===== config.mk =====
export PLATFORM = sky130hd
export DESIGN_NAME = fp_add_sequencer
export DESIGN_NICKNAME = d
export VERILOG_FILES = /design/src/rtl/fp_add_sequencer.sv
export SDC_FILE = /design/constraint.sdc
export NUM_CORES = 1
export LEC_CHECK = 0
export ABC_CLOCK_PERIOD_IN_PS = 4600
export CAP_MARGIN = 30
export CORE_MARGIN = 4
export CORE_UTILIZATION = 35
export DETAILED_ROUTE_END_ITERATION = 12
export DONT_BUFFER_PORTS = 1
export PLACE_DENSITY = 0.51
export SYNTH_ARGS = -nofsm -noshare
export SYNTH_HDL_FRONTEND = slang
export SYNTH_SLANG_ARGS = --single-unit
export TNS_END_PERCENT = 50

===== constraint.sdc =====
create_clock -name clk -period 4.6 [get_ports clk]
set_input_delay 0.92 -clock clk [delete_from_list [all_inputs] [get_ports clk]]
set_output_delay 0.92 -clock clk [all_outputs]
set_load 0.005 [all_outputs]

===== src/rtl/fp_add_sequencer.sv =====
// Front end for floating_point_adder: packs IEEE-754 operand pairs into the adder's field layout,
// strobes load (issuing bubbles to drain), and returns results in order through a credit-guarded FIFO.
module fp_add_sequencer #(
  parameter int PIPE_DEPTH = 4,
  parameter int RES_DEPTH  = 4
) (
  input  logic        clk,
  input  logic        clear,
  input  logic        in_valid,
  output logic        in_ready,
  input  logic [31:0] in_a,
  input  logic [31:0] in_b,
  input  logic        in_op,
  output logic [15:0] exponenti,
  output logic [47:0] mantise,
  output logic        op,
  output logic        load,
  input  logic [7:0]  rez_exp,
  input  logic [23:0] rez_mant,
  output logic        res_valid,
  input  logic        res_ready,
  output logic [31:0] res_data
);

  localparam int CW = $clog2(RES_DEPTH + 1);
  localparam int AW = (RES_DEPTH > 1) ? $clog2(RES_DEPTH) : 1;

  typedef struct packed {
    logic [15:0] exponenti;
    logic [47:0] mantise;
    logic        op;
  } issue_t;

  issue_t              iss_q, iss_d;
  logic                load_q, load_d;
  logic [PIPE_DEPTH:0] vld_pipe_q, vld_pipe_d;
  logic                cap_pend_q, cap_pend_d;
  logic [CW-1:0]       outst_q, outst_d;
  logic [CW-1:0]       cnt_q, cnt_d;
  logic [AW-1:0]       wr_ptr_q, wr_ptr_d;
  logic [AW-1:0]       rd_ptr_q, rd_ptr_d;
  logic [31:0]         mem_q [RES_DEPTH];
  logic [31:0]         mem_d [RES_DEPTH];

  logic        accept, pop, push, in_flight;
  logic [31:0] cap_word;

  function automatic logic [AW-1:0] ptr_inc(input logic [AW-1:0] p);
    return (p == AW'(RES_DEPTH - 1)) ? '0 : p + 1'b1;
  endfunction

  assign in_ready  = (outst_q < CW'(RES_DEPTH));
  assign res_valid = (cnt_q != '0);
  assign res_data  = res_valid ? mem_q[rd_ptr_q] : 32'h0;
  assign exponenti = iss_q.exponenti;
  assign mantise   = iss_q.mantise;
  assign op        = iss_q.op;
  assign load      = load_q;

  assign accept    = in_valid & in_ready;
  assign pop       = res_valid & res_ready;
  assign push      = cap_pend_q;
  // Bit PIPE_DEPTH is excluded: its result surfaces on the current load, no further bubble needed.
  assign in_flight = |vld_pipe_q[PIPE_DEPTH-1:0];
  assign cap_word  = {rez_mant[23], rez_exp, rez_mant[22:0]};

  // Issue register and tag pipe; the tag shifts on the same edge its load is presented.
  always_comb begin
    iss_d      = iss_q;
    load_d     = 1'b0;
    vld_pipe_d = vld_pipe_q;
    if (accept) begin
      load_d          = 1'b1;
      iss_d.exponenti = {in_a[30:23], in_b[30:23]};
      iss_d.mantise   = {in_a[31], in_a[22:0], in_b[31], in_b[22:0]};
      iss_d.op        = in_op;
    end else if (in_flight) begin
      load_d = 1'b1;
      iss_d  = '0;
    end
    if (load_d) vld_pipe_d = {vld_pipe_q[PIPE_DEPTH-1:0], accept};
    cap_pend_d = load_q & vld_pipe_q[PIPE_DEPTH];
  end

  always_comb begin
    outst_d = outst_q;
    case ({accept, pop})
      2'b10:   outst_d = outst_q + 1'b1;
      2'b01:   outst_d = outst_q - 1'b1;
      default: outst_d = outst_q;
    endcase
  end

  always_comb begin
    mem_d    = mem_q;
    wr_ptr_d = wr_ptr_q;
    rd_ptr_d = rd_ptr_q;
    cnt_d    = cnt_q;
    if (push) begin
      mem_d[wr_ptr_q] = cap_word;
      wr_ptr_d        = ptr_inc(wr_ptr_q);
    end
    if (pop) rd_ptr_d = ptr_inc(rd_ptr_q);
    case ({push, pop})
      2'b10:   cnt_d = cnt_q + 1'b1;
      2'b01:   cnt_d = cnt_q - 1'b1;
      default: cnt_d = cnt_q;
    endcase
  end

  always_ff @(posedge clk or negedge clear) begin
    if (!clear) begin
      iss_q      <= '0;
      load_q     <= 1'b0;
      vld_pipe_q <= '0;
      cap_pend_q <= 1'b0;
      outst_q    <= '0;
      cnt_q      <= '0;
      wr_ptr_q   <= '0;
      rd_ptr_q   <= '0;
      mem_q      <= '{default: '0};
    end else begin
      iss_q      <= iss_d;
      load_q     <= load_d;
      vld_pipe_q <= vld_pipe_d;
      cap_pend_q <= cap_pend_d;
      outst_q    <= outst_d;
      cnt_q      <= cnt_d;
      wr_ptr_q   <= wr_ptr_d;
      rd_ptr_q   <= rd_ptr_d;
      mem_q      <= mem_d;
    end
  end

endmodule


==> results_tabular.tex, run 1 <==
\begin{tabular}{lr}
\hline
Metric & Value \\
\hline
\multicolumn{2}{l}{\textbf{Floorplanning}} \\
Initial Util & 35.8\% \\
Die outline height & 166 um \\
Area of the die & 27600 um\^{}2 \\
Die Span X & 166 um \\
Core Region & 24500 um\^{}2 \\
Boundary Pins & 201 \\
Number of rows in the core area & 57 \\
\multicolumn{2}{l}{\textbf{Synthesis}} \\
Number of distinct library cells after synthesis & 26 \\
Mapped Cells & 557 \\
Synth warnings & 0 \\
Most common library cells after synthesis & sky130\_fd\_sc\_hd\_\_dfrtp\_1, sky130\_fd\_sc\_hd\_\_mux2\_2, sky130\_fd\_sc\_hd\_\_a22o\_1 \\
Mapped Area & 8770 um\^{}2 \\
Dominant synthesized flop cell & sky130\_fd\_sc\_hd\_\_dfrtp\_1 \\
FF+latch count, synth & 210 \\
Share of async-settable or async-resettable flops after synthesis & 100\% \\
Cell with the most instances after synthesis & sky130\_fd\_sc\_hd\_\_dfrtp\_1 \\
Average cell area after synthesis & 15.7 um\^{}2 \\
Number of flops mapped to enable cells by yosys & 0 \\
Syn nets & 667 \\
Synth area leaders & sky130\_fd\_sc\_hd\_\_dfrtp\_1, sky130\_fd\_sc\_hd\_\_mux2\_2, sky130\_fd\_sc\_hd\_\_mux4\_2 \\
Synth top area share & 59.9\% \\
Portion of the post-synthesis area used by sequential elements & 59.9\% \\
Leading area contributor after synthesis & sky130\_fd\_sc\_hd\_\_dfrtp\_1 \\
\multicolumn{2}{l}{\textbf{Route}} \\
Final wirelength & 18900 um \\
Number of vias per cell & 5.20 \\
Average routed wire per standard cell & 21.2 um \\
Via count & 4648 \\
DRT iter0 DRCs & 182 \\
Final ANT Viol Nets & 0 \\
Count of TritonRoute iterations in the first routing pass & 4 \\
Post-route DRC & 0 \\
\multicolumn{2}{l}{\textbf{STA}} \\
Measured slew at the worst slew-check pin & 944 ps \\
Count of final setup violators & 0 \\
Worst-case headroom to the max-slew limit & 37.0\% \\
Final worst path period share & 72.7\% \\
Maximum clock skew at final layout & 11.4 ps \\
Post-route minimum period & 3340 ps \\
Unrepaired setup endpoints after global routing & no \\
Final Hold Violating Endpoints & 0 \\
F\_max & 299 MHz \\
Final total negative setup slack & 0 ps \\
Final count of pins violating max slew & 0 \\
\multicolumn{2}{l}{\textbf{Clocking}} \\
Clock H-tree levels & 1 \\
\# Post-CTS Setup Buffers & 0 \\
Clock tree from TritonCTS & yes \\
\# resized after CTS & 0 \\
Number of clock sinks & 210 \\
CTS buffer count & 24 \\
Buffer type at the clock tree root & sky130\_fd\_sc\_hd\_\_clkbuf\_16 \\
Clock-pin slew reported for the worst setup and hold paths after clock tree synthesis & 60 ps \\
Later-pin clock latency in the skew report & 510 ps \\
Clock Tree Buf Depth & 3 \\
Number of buffers added to fix hold violations after cts & 0 \\
\multicolumn{2}{l}{\textbf{Worst setup path}} \\
Nature of the critical path startpoint & flop \\
Dominant delay contributor by cell family on the critical path & multiplexers \\
Cell with the largest stage delay on the worst path & sky130\_fd\_sc\_hd\_\_mux4\_2 \\
Maximum fanout count along the critical path & 24 \\
Arr. time, crit path & 2420 ps \\
Crit-path max cell delay & 600 ps \\
CP required & 3680 ps \\
CP Cell Sequence & buf\_4, mux4\_2, and2\_1 \\
Crit end category & primary output \\
Path type of the worst setup path & reg2out \\
Total buffers and inverters traversed by the critical path & 1 \\
\multicolumn{2}{l}{\textbf{Min path}} \\
Worst hold path class & in2async \\
\multicolumn{2}{l}{\textbf{GRT}} \\
GR Util All Layers & 13.7\% \\
GRT Residual Overflow & 0 \\
Maximum number of pins on one net before global-route repair & 211 \\
Via count of the first global-routing pass & 5372 \\
First-pass GRT wire length & 30800 um \\
Initial antenna violation count & 1 \\
\multicolumn{2}{l}{\textbf{Placement}} \\
Final weighted congestion in routability-driven placement & 0.777 \\
PortBufs & 0 \\
Cell total after placement & 848 \\
Placed wire-length estimate & 12200 um \\
Instance area at placement & 9110 um\^{}2 \\
\multicolumn{2}{l}{\textbf{Power}} \\
Largest vdd supply drop & 0.352 mV \\
Final Total Pwr & 7.57 mW \\
Total power divided by cell area & 758 nW/um\^{}2 \\
LEAKAGE & 4.29 nW \\
\multicolumn{2}{l}{\textbf{Job}} \\
Maxcap violations & 0 \\
\multicolumn{2}{l}{\textbf{Layout}} \\
Proportion of layout cells with a drive suffix above 1 & 35.6\% \\
Count of non-filler cells in the finished layout & 893 \\
Area added between synthesis and finish & 13.8\% \\
Design Area, Final & 9980 um\^{}2 \\
Layout net count & 660 \\
\multicolumn{2}{l}{\textbf{Status}} \\
Run status & completed \\
\hline
\end{tabular}
-- flip-flops by register name, summed over array words and instances (netlist names) --
signal,count
op,1
outst_q,3
cnt_q,3
cap_pend_q,1
mem_q,128
wr_ptr_q,2
vld_pipe_q,5
exponenti,16
rd_ptr_q,2
mantise,48
load,1
-- worst reg2reg max path, cell delays in order (launching register included) --
cell                      delay, ps
sky130_fd_sc_hd__dfrtp_1        380
sky130_fd_sc_hd__or3_1          120
sky130_fd_sc_hd__buf_4          330
sky130_fd_sc_hd__and2_1         330
sky130_fd_sc_hd__ha_1           230
sky130_fd_sc_hd__inv_1           60
sky130_fd_sc_hd__fa_1           370
sky130_fd_sc_hd__xor2_1         150
sky130_fd_sc_hd__nor2_1         120
sky130_fd_sc_hd__xor2_1         160
-- routing by layer --
| metal | part of all wire (%) | up-vias | global-route usage, % |
|---|---|---|---|
| met1 | 41 | 2434 | 17.0 |
| met2 | 49 | 161 | 22.8 |
| met3 | 8.3 | 30 | 4.90 |
| met4 | 2.1 | 0 | 3.63 |
| met5 | 0 | - | 0 |
| li1 | - | 2023 | - |
-- cell families (layout without fill, tap and decap cells) --
family,after synthesis,after routing,share of synthesized area (%)
AND/OR/NAND/NOR,47,47,3.24
multiplexers,164,164,25.1
flip-flops,210,210,59.9
AO/OA/AOI/OAI,68,68,6.69
buffers and inverters,53,64,2.94
adder cells (fa/ha/maj),9,9,1.46
XOR/XNOR,6,6,0.599
other,0,1,0
-- cell usage in the layout (no fill, tap or decap) --
cell,Yosys,layout
sky130_fd_sc_hd__nand2_1,5,1
sky130_fd_sc_hd__clkbuf_16,0,25
sky130_fd_sc_hd__buf_12,0,2
sky130_fd_sc_hd__clkinvlp_4,0,3
sky130_fd_sc_hd__mux2_1,22,22
sky130_fd_sc_hd__mux4_2,32,32
sky130_fd_sc_hd__and2_1,34,34
sky130_fd_sc_hd__mux2i_1,2,2
sky130_fd_sc_hd__ha_1,7,7
sky130_fd_sc_hd__diode_2,0,1
sky130_fd_sc_hd__or3_1,2,2
sky130_fd_sc_hd__fa_1,2,2
sky130_fd_sc_hd__inv_6,0,2
sky130_fd_sc_hd__mux2_2,108,108
sky130_fd_sc_hd__xnor2_1,3,3
sky130_fd_sc_hd__bufinv_16,0,3
sky130_fd_sc_hd__inv_2,1,1
sky130_fd_sc_hd__nor2b_4,0,1
sky130_fd_sc_hd__a21o_1,1,1
sky130_fd_sc_hd__clkinv_4,0,2
sky130_fd_sc_hd__clkinv_2,0,3
sky130_fd_sc_hd__nor2_1,3,3
sky130_fd_sc_hd__clkbuf_8,0,6
sky130_fd_sc_hd__dfrtp_2,0,2
sky130_fd_sc_hd__nand2_2,0,4
sky130_fd_sc_hd__buf_16,0,2
sky130_fd_sc_hd__or4_4,1,1
sky130_fd_sc_hd__xor2_1,3,3
sky130_fd_sc_hd__o21ai_0,2,2
sky130_fd_sc_hd__nor2_4,1,1
sky130_fd_sc_hd__a22o_1,65,65
sky130_fd_sc_hd__dfrtp_1,210,208
sky130_fd_sc_hd__inv_1,11,11
sky130_fd_sc_hd__buf_4,1,4
-- cell type report --
cell class                      count  area (um^2)
Inverter                           12         45.0
Clock inverter                     13          163
Fill cell                        2232        14500
Multi-Input combinational cell    294         3270
Sequential cell                   210         5260
Antenna cell                        1         2.50
Clock buffer                       31          708
Timing Repair Buffer                8          125
Tap cell                          324          405
-- where the power goes --
group / switching (mW) / leakage [nW] / internal [mW] / total (mW)
logic: 0.929 / 1.31 / 1.40 / 2.33
registers: 0.564 / 2.56 / 2.66 / 3.22
clock network: 0.760 / 0.423 / 1.26 / 2.02
-- through the flow --
step	hold WS (ps)	util (%)	setup slack [ps]
floorplan	430	-	2130
global placement	363	36.8	1730
detailed placement	367	37.2	1690
CTS	85.7	40.8	1140
global route	84.7	40.8	1050
finish	119	40.8	1260
-- worst paths after layout --
kind	to	slack, ps	start	cells after the start
max	res_data[0]	1260	rd_ptr_q[0]	3
min in group clk	vld_pipe_q[3]	380	vld_pipe_q[2]	0
max in group asynchronous	rd_ptr_q[1]	4150	clear	0
min	mem_q[37]	120	clear	0
min reg2reg	vld_pipe_q[3]	380	vld_pipe_q[2]	0
max reg2reg	cnt_q[2]	2260	cnt_q[0]	9
No activity file was read; power rests on OpenSTA's default activity.
==> inputs of run 2 (changes only) <==
- ABC_CLOCK_PERIOD_IN_PS: 4600 -> 3450
- clock period: 4.6 -> 3.45 ns (I/O delays scaled with it)
==> results_tabular.tex, run 2 (synthesis gave the netlist of run 1 again) <==
\begin{tabular}{lr}
\hline
Metric & Value \\
\hline
\multicolumn{2}{l}{\textbf{Route}} \\
Number of vias per cell & 5.24 (+0.66\%) \\
DRT iter0 DRCs & 196 (+7.7\%) \\
Via count & 4684 (+0.77\%) \\
Post-route DRC & 0 (unchanged) \\
Final wirelength & 19800 um (+4.5\%) \\
Average routed wire per standard cell & 22.1 um (+4.4\%) \\
Final ANT Viol Nets & 0 (unchanged) \\
Count of TritonRoute iterations in the first routing pass & 4 (unchanged) \\
\multicolumn{2}{l}{\textbf{Floorplanning}} \\
Area of the die & 27600 um\^{}2 (unchanged) \\
Die outline height & 166 um (unchanged) \\
Initial Util & 35.8\% (unchanged) \\
Die Span X & 166 um (unchanged) \\
Boundary Pins & 201 (unchanged) \\
Core Region & 24500 um\^{}2 (unchanged) \\
Number of rows in the core area & 57 (unchanged) \\
\multicolumn{2}{l}{\textbf{Worst setup path}} \\
Path type of the worst setup path & reg2out \\
Worst reg2reg path endpoint & cnt\_q[2] \\
Critical path depth in cells & 3 (unchanged) \\
Arr. time, crit path & 2390 ps (-30 ps) \\
Total buffers and inverters traversed by the critical path & 1 (unchanged) \\
Termination of the worst setup path & res\_data[31] \\
Worst r2r src & cnt\_q[0] \\
Dominant delay contributor by cell family on the critical path & flip-flops \\
Crit-path max cell delay & 760 ps (+160 ps) \\
Crit. Startpoint & rd\_ptr\_q[0] \\
FF-to-FF setup slack & 930 ps (-1330 ps) \\
Cell with the largest stage delay on the worst path & sky130\_fd\_sc\_hd\_\_dfrtp\_2 \\
R2R cell count & 8 (-1) \\
Nature of the critical path startpoint & flop \\
CP required & 2760 ps (-920 ps) \\
Crit end category & primary output \\
Maximum fanout count along the critical path & 18 (-25\%) \\
CP Cell Sequence & buf\_4, mux4\_2, and2\_1 \\
\multicolumn{2}{l}{\textbf{STA}} \\
Worst-case headroom to the max-slew limit & 35.5\% (-1.6 points) \\
Smallest hold slack & -111 ps (-230 ps) \\
F\_max & 325 MHz \\
Final worst path period share & 89.2\% \\
Unrepaired setup endpoints after global routing & no \\
Setup slack of the critical path after layout & 371 ps (-886 ps) \\
Post-route minimum period & 3080 ps \\
Measured slew at the worst slew-check pin & 968 ps (+23.3 ps) \\
Final count of pins violating max slew & 0 (unchanged) \\
Count of final setup violators & 0 (unchanged) \\
Maximum clock skew at final layout & 10.4 ps (-1.04 ps) \\
Final total negative setup slack & 0 ps (unchanged) \\
Final Hold Violating Endpoints & 210 (+210) \\
\multicolumn{2}{l}{\textbf{Status}} \\
Failing checks & hold timing \\
Run status & complete, but fails checks \\
\multicolumn{2}{l}{\textbf{Layout}} \\
Count of non-filler cells in the finished layout & 894 (+0.11\%) \\
Commonest non-fill, non-tap cell in the layout & sky130\_fd\_sc\_hd\_\_dfrtp\_1 \\
Layout net count & 662 (+0.30\%) \\
Area occupied by multi-input gates & 3270 um\^{}2 (unchanged) \\
Number of fill cells & 2268 (+1.6\%) \\
Register containing the most flip-flops in the final layout & mem\_q \\
Area added between synthesis and finish & 13.2\% \\
Proportion of layout cells with a drive suffix above 1 & 34.1\% (-1.5 points) \\
Flip-flop count of the largest register after layout & 128 (unchanged) \\
Most used cells in the layout excluding fill and tap cells & sky130\_fd\_sc\_hd\_\_dfrtp\_1, sky130\_fd\_sc\_hd\_\_mux2\_2, sky130\_fd\_sc\_hd\_\_a22o\_1 \\
Total area of sequential cells & 5260 um\^{}2 (unchanged) \\
\multicolumn{2}{l}{\textbf{Power}} \\
Power share of the combinational group & 31.4\% (+0.6 points) \\
Clock network power share & 25.5\% (-1.2 points) \\
LEAKAGE & 4.26 nW (-0.66\%) \\
Part of the power in registers & 43.1\% (+0.5 points) \\
Switching portion of total power & 29.9\% (+0.18 points) \\
Largest vdd supply drop & 0.420 mV (+19\%) \\
Switching power & 3.00 mW (+33\%) \\
Total power divided by cell area & 1010 nW/um\^{}2 (+33\%) \\
Internal Power & 7.03 mW (+32\%) \\
\multicolumn{2}{l}{\textbf{GRT}} \\
Initial antenna violation count & 1 (unchanged) \\
GR Util All Layers & 14.1\% (+0.48 points) \\
First-pass GRT wire length & 31600 um (+2.8\%) \\
Via count of the first global-routing pass & 5571 (+3.7\%) \\
Maximum number of pins on one net before global-route repair & 211 (unchanged) \\
GRT Residual Overflow & 0 (unchanged) \\
\multicolumn{2}{l}{\textbf{Clocking}} \\
Clock tree from TritonCTS & yes \\
Clock Tree Buf Depth & 3 (unchanged) \\
Number of clock sinks & 210 (unchanged) \\
CTS buffer count & 24 (unchanged) \\
Later-pin clock latency in the skew report & 500 ps (about the same) \\
Clock H-tree levels & 1 (unchanged) \\
Clock-pin slew reported for the worst setup and hold paths after clock tree synthesis & 60 ps (about the same) \\
Buffer type at the clock tree root & sky130\_fd\_sc\_hd\_\_clkbuf\_16 \\
\multicolumn{2}{l}{\textbf{Placement}} \\
Cell total after placement & 850 (+0.24\%) \\
Post-Place Worst Slack & 783 ps (-911 ps) \\
Final weighted congestion in routability-driven placement & 0.715 (-7.9\%) \\
PortBufs & 0 (unchanged) \\
Placed wire-length estimate & 12800 um (+4.3\%) \\
\multicolumn{2}{l}{\textbf{Job}} \\
Maxcap violations & 0 (unchanged) \\
\multicolumn{2}{l}{\textbf{Min path}} \\
Worst hold path class & in2async \\
\hline
\end{tabular}
==> run 2: cell count changes in the layout (fill, tap and decap cells not counted), moves of 2 or more <==
cell | before | now
sky130_fd_sc_hd__clkbuf_8 | 6 | 2
sky130_fd_sc_hd__clkbuf_1 | 0 | 9
sky130_fd_sc_hd__buf_12 | 2 | 5
sky130_fd_sc_hd__buf_16 | 2 | 0
sky130_fd_sc_hd__clkinvlp_4 | 3 | 1
sky130_fd_sc_hd__clkinv_4 | 2 | 0
==> run 2: final cells by class <==
type	count	area share (%)
antenna	1	0.0252
inverter	12	0.454
timing repair buffer	10	1.39
tap	324	4.08
clock inverter	7	1.17
multi-input combinational	294	33.0
sequential	210	53.0
clock buffer	36	6.92
==> run 2: power groups by stage <==
| stage | clock network [mW] | logic (mW) | registers (mW) |
|---|---|---|---|
| after floorplan | 0 | 2.76 | 3.97 |
| after global placement | 0 | 3.07 | 4.30 |
| after detailed placement | 0 | 3.24 | 4.38 |
| after CTS | 2.65 | 3.24 | 4.35 |
| after global routing | 2.75 | 3.47 | 4.47 |
| final | 2.56 | 3.15 | 4.32 |
==> run 2: how the worst min path moves through the flow <==
stage / start / to
after global placement: vld_pipe_q[0] / vld_pipe_q[1]
after global routing: clear / mem_q[41]
after floorplan: clear / cap_pend_q
after detailed placement: vld_pipe_q[1] / vld_pipe_q[2]
after CTS: clear / mem_q[105]
final: clear / mem_q[41]
==> run 2: layer usage <==
layer  vias up  share of wire, %  track usage (%)
met4         0               2.5             4.06
met5         -                 0                0
li1       2017                 -                -
met3        32               7.2             4.69
met2       158                49             23.8
met1      2477                42             17.5
==> run 2: repair_timing <==
item	4_1_cts	5_1_grt
resized for setup	0	0
endpoints found under the setup margin	0	0
setup buffers	0	0
hold endpoints to repair	210	210
==> run 2: worst reg2reg max path: stages (launching register included) <==
cell and delay (ps):
sky130_fd_sc_hd__dfrtp_1 370, sky130_fd_sc_hd__or3_1 570, sky130_fd_sc_hd__and2_1 380, sky130_fd_sc_hd__ha_1 240
sky130_fd_sc_hd__inv_1 60, sky130_fd_sc_hd__fa_1 370, sky130_fd_sc_hd__xor2_1 150, sky130_fd_sc_hd__nor2_1 120
sky130_fd_sc_hd__xor2_1 180
==> run 2: through the flow <==
step / total power [mW] / utilization, % / cell area [um^2]
CTS: 10.2 / 40.6 / 9920
global route: 10.7 / 40.6 / 9920
global placement: 7.37 / 36.9 / 9040
detailed placement: 7.62 / 37.3 / 9120
floorplan: 6.73 / - / 8770
finish: 10.0 / 40.6 / 9920
==> inputs of run 3 (changes only) <==
- ABC_CLOCK_PERIOD_IN_PS: 3450 -> 3730
- PLACE_DENSITY: 0.51 -> 0.46
- clock period: 3.45 -> 3.73 ns (I/O delays scaled with it)
==> results_tabular.tex, run 3 (synthesis gave the netlist of run 1 again) <==
\begin{tabular}{lr}
\hline
Metric & Value \\
\hline
\multicolumn{2}{l}{\textbf{STA}} \\
F\_max & 336 MHz \\
Final Hold Violating Endpoints & 53 (-75\%) \\
Unrepaired setup endpoints after global routing & no \\
Post-route minimum period & 2980 ps \\
Measured slew at the worst slew-check pin & 697 ps (-270 ps) \\
Maximum clock skew at final layout & 7.35 ps (-3.06 ps) \\
Smallest hold slack & -55.3 ps (+55.8 ps) \\
Count of final setup violators & 0 (unchanged) \\
Final total negative setup slack & 0 ps (unchanged) \\
Final worst path period share & 79.9\% \\
Final count of pins violating max slew & 0 (unchanged) \\
Worst-case headroom to the max-slew limit & 53.5\% (+18 points) \\
\multicolumn{2}{l}{\textbf{Route}} \\
Final ANT Viol Nets & 0 (unchanged) \\
Via count & 4692 (+0.17\%) \\
Count of TritonRoute iterations in the first routing pass & 3 (-1) \\
Number of vias per cell & 5.27 (+0.51\%) \\
Final wirelength & 19500 um (-1.5\%) \\
Post-route DRC & 0 (unchanged) \\
DRT iter0 DRCs & 242 (+23\%) \\
Average routed wire per standard cell & 21.9 um (-1.2\%) \\
\multicolumn{2}{l}{\textbf{Worst setup path}} \\
Arr. time, crit path & 2230 ps (-160 ps) \\
Path type of the worst setup path & reg2out \\
CP required & 2980 ps (+220 ps) \\
Nature of the critical path startpoint & flop \\
Crit-path max cell delay & 730 ps (-30 ps) \\
CP Cell Sequence & buf\_4, mux4\_2, and2\_1 \\
Crit end category & primary output \\
Maximum fanout count along the critical path & 15 (-3) \\
Cell with the largest stage delay on the worst path & sky130\_fd\_sc\_hd\_\_dfrtp\_2 \\
\multicolumn{2}{l}{\textbf{Clocking}} \\
\# resized after CTS & 0 (unchanged) \\
Clock H-tree levels & 1 (unchanged) \\
Clock Tree Buf Depth & 3 (unchanged) \\
Clock tree from TritonCTS & yes \\
\# Post-CTS Setup Buffers & 0 (unchanged) \\
CTS buffer count & 25 (+4.2\%) \\
Later-pin clock latency in the skew report & 500 ps (about the same) \\
Buffer type at the clock tree root & sky130\_fd\_sc\_hd\_\_clkbuf\_16 \\
Clock-pin slew reported for the worst setup and hold paths after clock tree synthesis & 60 ps (about the same) \\
Number of clock sinks & 210 (unchanged) \\
\multicolumn{2}{l}{\textbf{Placement}} \\
Cell total after placement & 849 (-0.12\%) \\
Placed wire-length estimate & 12200 um (-4.6\%) \\
Instance area at placement & 9110 um\^{}2 (about the same) \\
PortBufs & 0 (unchanged) \\
Final weighted congestion in routability-driven placement & 0.688 (-3.8\%) \\
\multicolumn{2}{l}{\textbf{Layout}} \\
Flip-flop count of the largest register after layout & 128 (unchanged) \\
Layout net count & 663 (+0.15\%) \\
Register containing the most flip-flops in the final layout & mem\_q \\
Number of fill cells & 2234 (-1.5\%) \\
Most used cells in the layout excluding fill and tap cells & sky130\_fd\_sc\_hd\_\_dfrtp\_1, sky130\_fd\_sc\_hd\_\_mux2\_2, sky130\_fd\_sc\_hd\_\_a22o\_1 \\
Post-layout utilization of the core & 40.7\% (+0.092 points) \\
Count of non-filler cells in the finished layout & 891 (-0.34\%) \\
Area added between synthesis and finish & 13.4\% \\
Proportion of layout cells with a drive suffix above 1 & 34.5\% (+0.36 points) \\
Design Area, Final & 9950 um\^{}2 (+0.23\%) \\
Commonest non-fill, non-tap cell in the layout & sky130\_fd\_sc\_hd\_\_dfrtp\_1 \\
\multicolumn{2}{l}{\textbf{GRT}} \\
Maximum number of pins on one net before global-route repair & 211 (unchanged) \\
GR Util All Layers & 13.8\% (-0.35 points) \\
Via count of the first global-routing pass & 5340 (-4.1\%) \\
Initial antenna violation count & 1 (unchanged) \\
First-pass GRT wire length & 31000 um (-2.0\%) \\
GRT Residual Overflow & 0 (unchanged) \\
\multicolumn{2}{l}{\textbf{Power}} \\
Switching power & 2.74 mW (-8.9\%) \\
Largest vdd supply drop & 0.371 mV (-12\%) \\
Clock network power share & 25.9\% (+0.4 points) \\
Part of the power in registers & 42.2\% (-0.9 points) \\
Power share of the combinational group & 31.9\% (+0.5 points) \\
Total power divided by cell area & 933 nW/um\^{}2 (-7.7\%) \\
Switching portion of total power & 29.5\% (-0.47 points) \\
LEAKAGE & 4.28 nW (+0.41\%) \\
Internal Power & 6.55 mW (-6.8\%) \\
\multicolumn{2}{l}{\textbf{Floorplanning}} \\
Number of rows in the core area & 57 (unchanged) \\
Core Region & 24500 um\^{}2 (unchanged) \\
Boundary Pins & 201 (unchanged) \\
Die Span X & 166 um (unchanged) \\
Die outline height & 166 um (unchanged) \\
Area of the die & 27600 um\^{}2 (unchanged) \\
Initial Util & 35.8\% (unchanged) \\
\multicolumn{2}{l}{\textbf{Status}} \\
Failing checks & hold timing \\
Run status & complete, but fails checks \\
\multicolumn{2}{l}{\textbf{Min path}} \\
Worst hold path class & in2async \\
\multicolumn{2}{l}{\textbf{Job}} \\
Maxcap violations & 0 (unchanged) \\
\hline
\end{tabular}
-- run 3: cell count changes in the layout (fill, tap and decap cells not counted) --
cell / delta
sky130_fd_sc_hd__buf_4: -1
sky130_fd_sc_hd__inv_6: -1
sky130_fd_sc_hd__clkinvlp_4: -1
sky130_fd_sc_hd__clkbuf_1: -4
sky130_fd_sc_hd__clkbuf_8: +3
sky130_fd_sc_hd__buf_12: +1
-- run 3: worst paths after layout --
path                            endpoint  cells after the start     startpoint  slack, ps
setup / recovery            res_data[12]                      3    rd_ptr_q[0]        750
hold / removal                mem_q[106]                      0          clear        -60
setup reg to reg                cnt_q[1]                      6       cnt_q[0]       1430
hold reg to reg            vld_pipe_q[2]                      0  vld_pipe_q[1]        380
max in group asynchronous       mem_q[9]                      0          clear       3260
min in group clk               mem_q[21]                      1   rez_mant[21]        370
-- run 3: stage by stage --
step / total power [mW] / setup slack [ps]
floorplan: 6.22 / 1440
finish: 9.29 / 751
CTS: 9.46 / 668
detailed placement: 6.99 / 1220
global route: 9.91 / 602
global placement: 6.82 / 1230
-- run 3: critical path, delay by kind of cell (launching register included) --
| family | cells | cell delay, ps |
|---|---|---|
| multiplexers | 1 | 500 |
| flip-flops | 1 | 730 |
| buffers and inverters | 1 | 290 |
| AND/OR/NAND/NOR | 1 | 180 |
-- run 3: power by group through the flow --
stage | sequential (mW) | clock (mW) | combinational (mW)
3_5_place_dp | 4.02 | 0 | 2.97
2_1_floorplan | 3.67 | 0 | 2.55
5_1_grt | 4.05 | 2.60 | 3.25
3_3_place_gp | 3.99 | 0 | 2.84
6_report | 3.92 | 2.40 | 2.96
4_1_cts | 3.99 | 2.49 | 2.97
-- run 3: layout make-up --
cell class	count	area, um^2	share of cell area [%]
antenna	1	2.50	0.0252
sequential	210	5260	52.9
timing repair buffer	10	150	1.51
clock inverter	5	100	1.01
multi-input combinational	294	3270	32.9
inverter	12	45.0	0.453
clock buffer	35	713	7.17
tap	324	405	4.08
-- run 3: layer usage --
metal	global-route usage, %	wire [um]	vias to the layer above
met5	0	0	-
met1	17.9	8390	2497
li1	-	-	2016
met3	4.21	1370	29
met4	3.70	403	0
met2	22.7	9310	150
